<file path="config.mk">
export PLATFORM = sky130hd
export DESIGN_NAME = sa_operand_feeder
export DESIGN_NICKNAME = d
export VERILOG_FILES = /design/src/rtl/sa_operand_feeder.sv
export SDC_FILE = /design/constraint.sdc
export NUM_CORES = 1
export LEC_CHECK = 0
export CAP_MARGIN = 20
export CELL_PAD_IN_SITES_DETAIL_PLACEMENT = 1
export CELL_PAD_IN_SITES_GLOBAL_PLACEMENT = 2
export CORE_MARGIN = 4
export CORE_UTILIZATION = 26
export CTS_BUF_LIST = sky130_fd_sc_hd__clkbuf_8 sky130_fd_sc_hd__clkbuf_16
export CTS_CLUSTER_SIZE = 28
export DETAILED_ROUTE_END_ITERATION = 12
export PLACE_DENSITY = 0.81
export RECOVER_POWER = 25
export SLEW_MARGIN = 20
export SYNTH_ARGS = -nofsm -noshare
export SYNTH_HDL_FRONTEND = slang
export SYNTH_SLANG_ARGS = --single-unit
</file>
<file path="constraint.sdc">
create_clock -name clk -period 2.1 [get_ports clk]
set_clock_uncertainty 0.15 [all_clocks]
set_input_delay 0.315 -clock clk [delete_from_list [all_inputs] [get_ports clk]]
set_output_delay 0.315 -clock clk [all_outputs]
set_load 0.02 [all_outputs]
</file>
<file path="src/rtl/sa_operand_feeder.sv">
// rtl/sa_operand_feeder.sv - fetches X and Y operand words from memory, streams them to a
// systolic array, then fires a one-cycle SA_start after a fixed idle gap.
module sa_operand_feeder #(
  parameter int X          = 3,
  parameter int N          = 3,
  parameter int Y          = 3,
  parameter int IN_LEN     = 4,
  parameter int ADDR_WIDTH = 4,
  parameter int START_GAP  = 2
) (
  input  logic                  clk,
  input  logic                  sys_rst,
  input  logic                  start,
  input  logic [ADDR_WIDTH-1:0] x_base,
  input  logic [ADDR_WIDTH-1:0] y_base,
  output logic                  x_rd_en,
  output logic                  y_rd_en,
  output logic [ADDR_WIDTH-1:0] x_rd_addr,
  output logic [ADDR_WIDTH-1:0] y_rd_addr,
  input  logic [IN_LEN-1:0]     x_rd_data,
  input  logic [IN_LEN-1:0]     y_rd_data,
  output logic                  Xin_val,
  output logic [IN_LEN:1]       Xin_data,
  output logic                  Yin_val,
  output logic [IN_LEN:1]       Yin_data,
  output logic                  SA_start,
  output logic                  busy,
  output logic                  done
);

  localparam int XW = X * N;
  localparam int YW = Y * N;
  localparam int MW = (XW > YW) ? XW : YW;
  localparam int CW = $clog2(MW + 1);
  localparam int GW = (START_GAP > 0) ? $clog2(START_GAP + 1) : 1;
  localparam logic [CW-1:0] X_WORDS  = CW'(XW);
  localparam logic [CW-1:0] Y_WORDS  = CW'(YW);
  localparam logic [CW-1:0] CNT_LAST = CW'(MW - 1);
  localparam logic [GW-1:0] GAP_LAST = GW'((START_GAP > 0) ? START_GAP - 1 : 0);

  typedef enum logic [2:0] {
    S_IDLE, S_FETCH, S_DRAIN, S_GAP, S_FIRE, S_DONE
  } state_t;

  state_t                state_q, state_d;
  logic [CW-1:0]         cnt_q, cnt_d;
  logic [GW-1:0]         gap_q, gap_d;
  logic [ADDR_WIDTH-1:0] x_addr_q, x_addr_d;
  logic [ADDR_WIDTH-1:0] y_addr_q, y_addr_d;
  // pend marks a read issued last cycle whose data is on rd_data now
  logic                  x_pend_q, x_pend_d;
  logic                  y_pend_q, y_pend_d;
  logic                  xin_val_q, xin_val_d;
  logic                  yin_val_q, yin_val_d;
  logic [IN_LEN:1]       xin_data_q, xin_data_d;
  logic [IN_LEN:1]       yin_data_q, yin_data_d;

  always_comb begin
    state_d    = state_q;
    cnt_d      = cnt_q;
    gap_d      = gap_q;
    x_addr_d   = x_addr_q;
    y_addr_d   = y_addr_q;
    x_rd_en    = 1'b0;
    y_rd_en    = 1'b0;
    xin_val_d  = x_pend_q;
    yin_val_d  = y_pend_q;
    xin_data_d = x_pend_q ? x_rd_data : '0;
    yin_data_d = y_pend_q ? y_rd_data : '0;

    case (state_q)
      S_IDLE: begin
        if (start) begin
          state_d  = S_FETCH;
          cnt_d    = '0;
          x_addr_d = x_base;
          y_addr_d = y_base;
        end
      end
      S_FETCH: begin
        // the shorter stream simply stops reading once its word count is reached
        x_rd_en = (cnt_q < X_WORDS);
        y_rd_en = (cnt_q < Y_WORDS);
        if (x_rd_en) x_addr_d = x_addr_q + 1'b1;
        if (y_rd_en) y_addr_d = y_addr_q + 1'b1;
        cnt_d = cnt_q + 1'b1;
        if (cnt_q == CNT_LAST) state_d = S_DRAIN;
      end
      S_DRAIN: begin
        if (!x_pend_q && !y_pend_q) begin
          state_d = (START_GAP == 0) ? S_FIRE : S_GAP;
          gap_d   = '0;
        end
      end
      S_GAP: begin
        if (gap_q == GAP_LAST) state_d = S_FIRE;
        else                   gap_d   = gap_q + 1'b1;
      end
      S_FIRE:  state_d = S_DONE;
      S_DONE:  state_d = S_IDLE;
      default: state_d = S_IDLE;
    endcase

    x_pend_d = x_rd_en;
    y_pend_d = y_rd_en;
  end

  always_ff @(posedge clk) begin
    if (sys_rst) begin
      state_q    <= S_IDLE;
      cnt_q      <= '0;
      gap_q      <= '0;
      x_addr_q   <= '0;
      y_addr_q   <= '0;
      x_pend_q   <= 1'b0;
      y_pend_q   <= 1'b0;
      xin_val_q  <= 1'b0;
      yin_val_q  <= 1'b0;
      xin_data_q <= '0;
      yin_data_q <= '0;
    end else begin
      state_q    <= state_d;
      cnt_q      <= cnt_d;
      gap_q      <= gap_d;
      x_addr_q   <= x_addr_d;
      y_addr_q   <= y_addr_d;
      x_pend_q   <= x_pend_d;
      y_pend_q   <= y_pend_d;
      xin_val_q  <= xin_val_d;
      yin_val_q  <= yin_val_d;
      xin_data_q <= xin_data_d;
      yin_data_q <= yin_data_d;
    end
  end

  assign x_rd_addr = x_addr_q;
  assign y_rd_addr = y_addr_q;
  assign Xin_val   = xin_val_q;
  assign Yin_val   = yin_val_q;
  assign Xin_data  = xin_data_q;
  assign Yin_data  = yin_data_q;
  assign SA_start  = (state_q == S_FIRE);
  assign done      = (state_q == S_DONE);
  assign busy      = (state_q != S_IDLE);

endmodule

</file>
==> impl_metrics.tcl <==
set metrics [dict create \
    end_kind "output port" \
    path_clk_slew_ns 0.10 \
    critPathMaxFanout 11 \
    yosysSeqAreaShare 0.4174 \
    drt_iter0_markers 33 \
    period_needed_ns 1.915 \
    clk-insertion-delay-late_ns 0.28 \
    grt_pass1_vias 1379 \
    io_pins 42 \
    dieHeight_um 78.58 \
    hold_path.startpoint "cnt_q[2]" \
    core_area_um2 4786 \
    stdcell_count 259 \
    port_buffers 41 \
    netlist_area_um2 1295 \
    antenna_found_initial 0 \
    overflow 0 \
    synth_xor_area_frac 0 \
    crit_type "reg -> out" \
    finalCritPeriodShare 0.9121 \
    ys_ff_latch 27 \
    yosys_warnings 0 \
    layout_common_cells "35 x clkdlybuf4s50_1, 27 x dfxtp_1, 17 x nand2_1" \
    synth_fa_ha_area_frac 0.05797 \
    synth_top_family_by_area "simple AND/OR/NAND/NOR gates" \
    antenna_left 0 \
    die_w_um 78.58 \
    synth_nets 175 \
    die_area_um2 6174 \
    htreeDepth 1 \
    area_growth_pct 41.84 \
    cap_violations 0 \
    stdcell_area_um2 1837 \
    track_usage 0.1316 \
    viasPerCell 4.923 \
    synth_compound_area_frac 0.1729 \
    cts-hold-fix-buffers 0 \
    crit_path_cell_trace "buf_4 > nor2b_1 > and2_1 > dlygate4sd2_1" \
    r2r_start "state_q[0]" \
    rsz0062_at_grt "false" \
    tightest_slew_ns 0.4199 \
    max_stage_delay_ns 0.35 \
    grt_max_degree 18 \
    synth-simple-area-share 0.2541 \
    layout-drive-gt1-share 0.1042 \
    dpl.hpwl_um 2914 \
    setup_viol 0 \
    cts_buffers 3 \
    clkSinkCount 27 \
    vdd_drop_max_uv 252.6 \
    start_kind "register" \
    grt_pass1_wl_um 6506 \
    power_density_nw_per_um2 615.5 \
    dp_cells 255 \
    mostFrequentLayoutCell "clkdlybuf4s50_1" \
    wl_um 3868 \
    cp_slowest_cell "dfxtp_1" \
    outcome "complete, no violations" \
    netlist_instances 150 \
    hold_path_class "reg -> reg" \
    max_freq_ghz 0.5221 \
    fin_nets 218 \
    finalSetupTns_ns 0 \
    final_core_util 0.3838 \
    n_antenna_cell 0 \
    clockRootBuffer "clkbuf_8" \
    final-max-slew-violation-count 0 \
    crit_start "state_q[0]" \
    cts_tree "done" \
    drc 0 \
    fp-row-count 25 \
    critPathArrivalTime_ns 1.45 \
    placed_area_um2 1792 \
    max-slew-margin-rel 0.7194 \
    synth_area_per_cell_um2 8.633 \
    wire_per_inst_um 14.93 \
    firstDrtPassIters 4 \
    ys_types 38 \
    hold_viol 0 \
    ctsLongestPathBuffers 2 \
    place.gp.congestion 0.7501 \
    muxShareOfSynthArea 0.01739 \
    vias 1275 \
    start_util 0.2706 \
    worst_ep_required_time_ns 1.63 \
    p_leak_nw 0.7650 \
]
-- metal layers --
metal  vias to the layer above  track usage  wire [µm]  share of wire
met5                         -            0          0              0
met4                         0      0.04196         46          0.012
met3                         5      0.02982        192          0.050
met2                        41       0.2436       1965           0.51
met1                       616       0.1472       1663           0.43
li1                        613            -          -              -
-- logic make-up (layout without fill, tap and decap cells) --
family	Yosys count	after routing
AND/OR/NAND/NOR	63	63
AO/OA/AOI/OAI	32	32
flip-flops	27	27
buffers and inverters	21	63
adder cells (fa/ha/maj)	6	6
multiplexers	1	1
-- state kept, by name (all words and copies together), names as in the netlist --
register and flops:
cnt_q 4, x_rd_addr 4, y_pend_q 1, Xin_data 4, Yin_data 4, y_rd_addr 4
gap_q 2, state_q 3, Yin_val 1
-- where the power goes --
group          internal, W  switching [W]  total [W]
Clock             0.000140       0.000183   0.000322
Combinational     0.000121       0.000127   0.000248
Sequential        0.000537      0.0000226   0.000560
-- layout make-up --
type	count	area (µm²)
Fill cell	573	2949
Clock buffer	3	41.29
Clock inverter	1	8.758
Sequential cell	27	540.5
Tap cell	67	83.83
Multi-Input combinational cell	102	655.6
Timing Repair Buffer	50	467.9
Inverter	9	38.79
-- worst paths after layout --
check	end	slack, ns	cells after the start
max	done	0.18	4
min	cnt_q[2]	0.36	2
max reg2reg	y_rd_addr[3]	0.19	5
min reg2reg	cnt_q[2]	0.36	2
-- through the flow --
step / power, W / hold WS (ns) / setup slack [ns]
6_report: 0.001130 / 0.3598 / 0.1846
5_1_grt: 0.001195 / 0.3935 / 0.07596
4_1_cts: 0.001156 / 0.3650 / 0.01105
3_5_place_dp: 0.0008249 / 0.3497 / 0.08499
3_3_place_gp: 0.0008159 / 0.3330 / 0.08302
2_1_floorplan: 0.0006997 / 0.3110 / 0.2477
-- repair_timing --
| action | 4_1_cts | 5_1_grt |
|---|---|---|
| gates resized for setup | 5 | 5 |
| buffers inserted | 0 | 0 |
| cloned | 0 | 0 |
| setup endpoints to repair | 5 | 3 |
-- Yosys cell counts --
cell type   n  area (µm²)
nand2_1    17       63.81
a21oi_1     8       40.04
and3_1      8       50.05
buf_4       2       15.01
clkbuf_1    5       18.77
clkinv_4    1       8.760
or3b_1      1       8.760
a31o_1      2       17.52
and2_1      3       18.77
ha_1        6       75.07
a21o_1      2       15.01
clkbuf_2    1       5.000
buf_6       1       11.26
or2_2       2       12.51
nand4_1     1       6.260
a31oi_1     1       6.260
a22o_1      1       8.760
a22oi_1     3       22.52
a32o_1      1       10.01
nand2b_1    1       6.260
or3_1       2       12.51
buf_2       3       15.01
inv_1       8       30.03
nor2_1      9       33.78
nor4b_1     1       8.760
and3b_1     1       8.760
o22ai_1     3       18.77
dfxtp_1    27       540.5
nor3b_1     3       22.52
nand3_1     6       30.03
a221oi_1    4       35.03
nor2b_1     3       18.77
o21ai_0     3       15.01
a311oi_1    2       17.52
mux4_2      1       22.52
o32ai_1     2       17.52
nor3_1      4       20.02
nand3b_1    1       7.510
-- critical path: cells and delay by family (launching register included) --
kind,cells,cell delay [ns]
buf+inv,2,0.50
flops,1,0.35
simple gates,2,0.31
(Power assumes the default switching activity.)
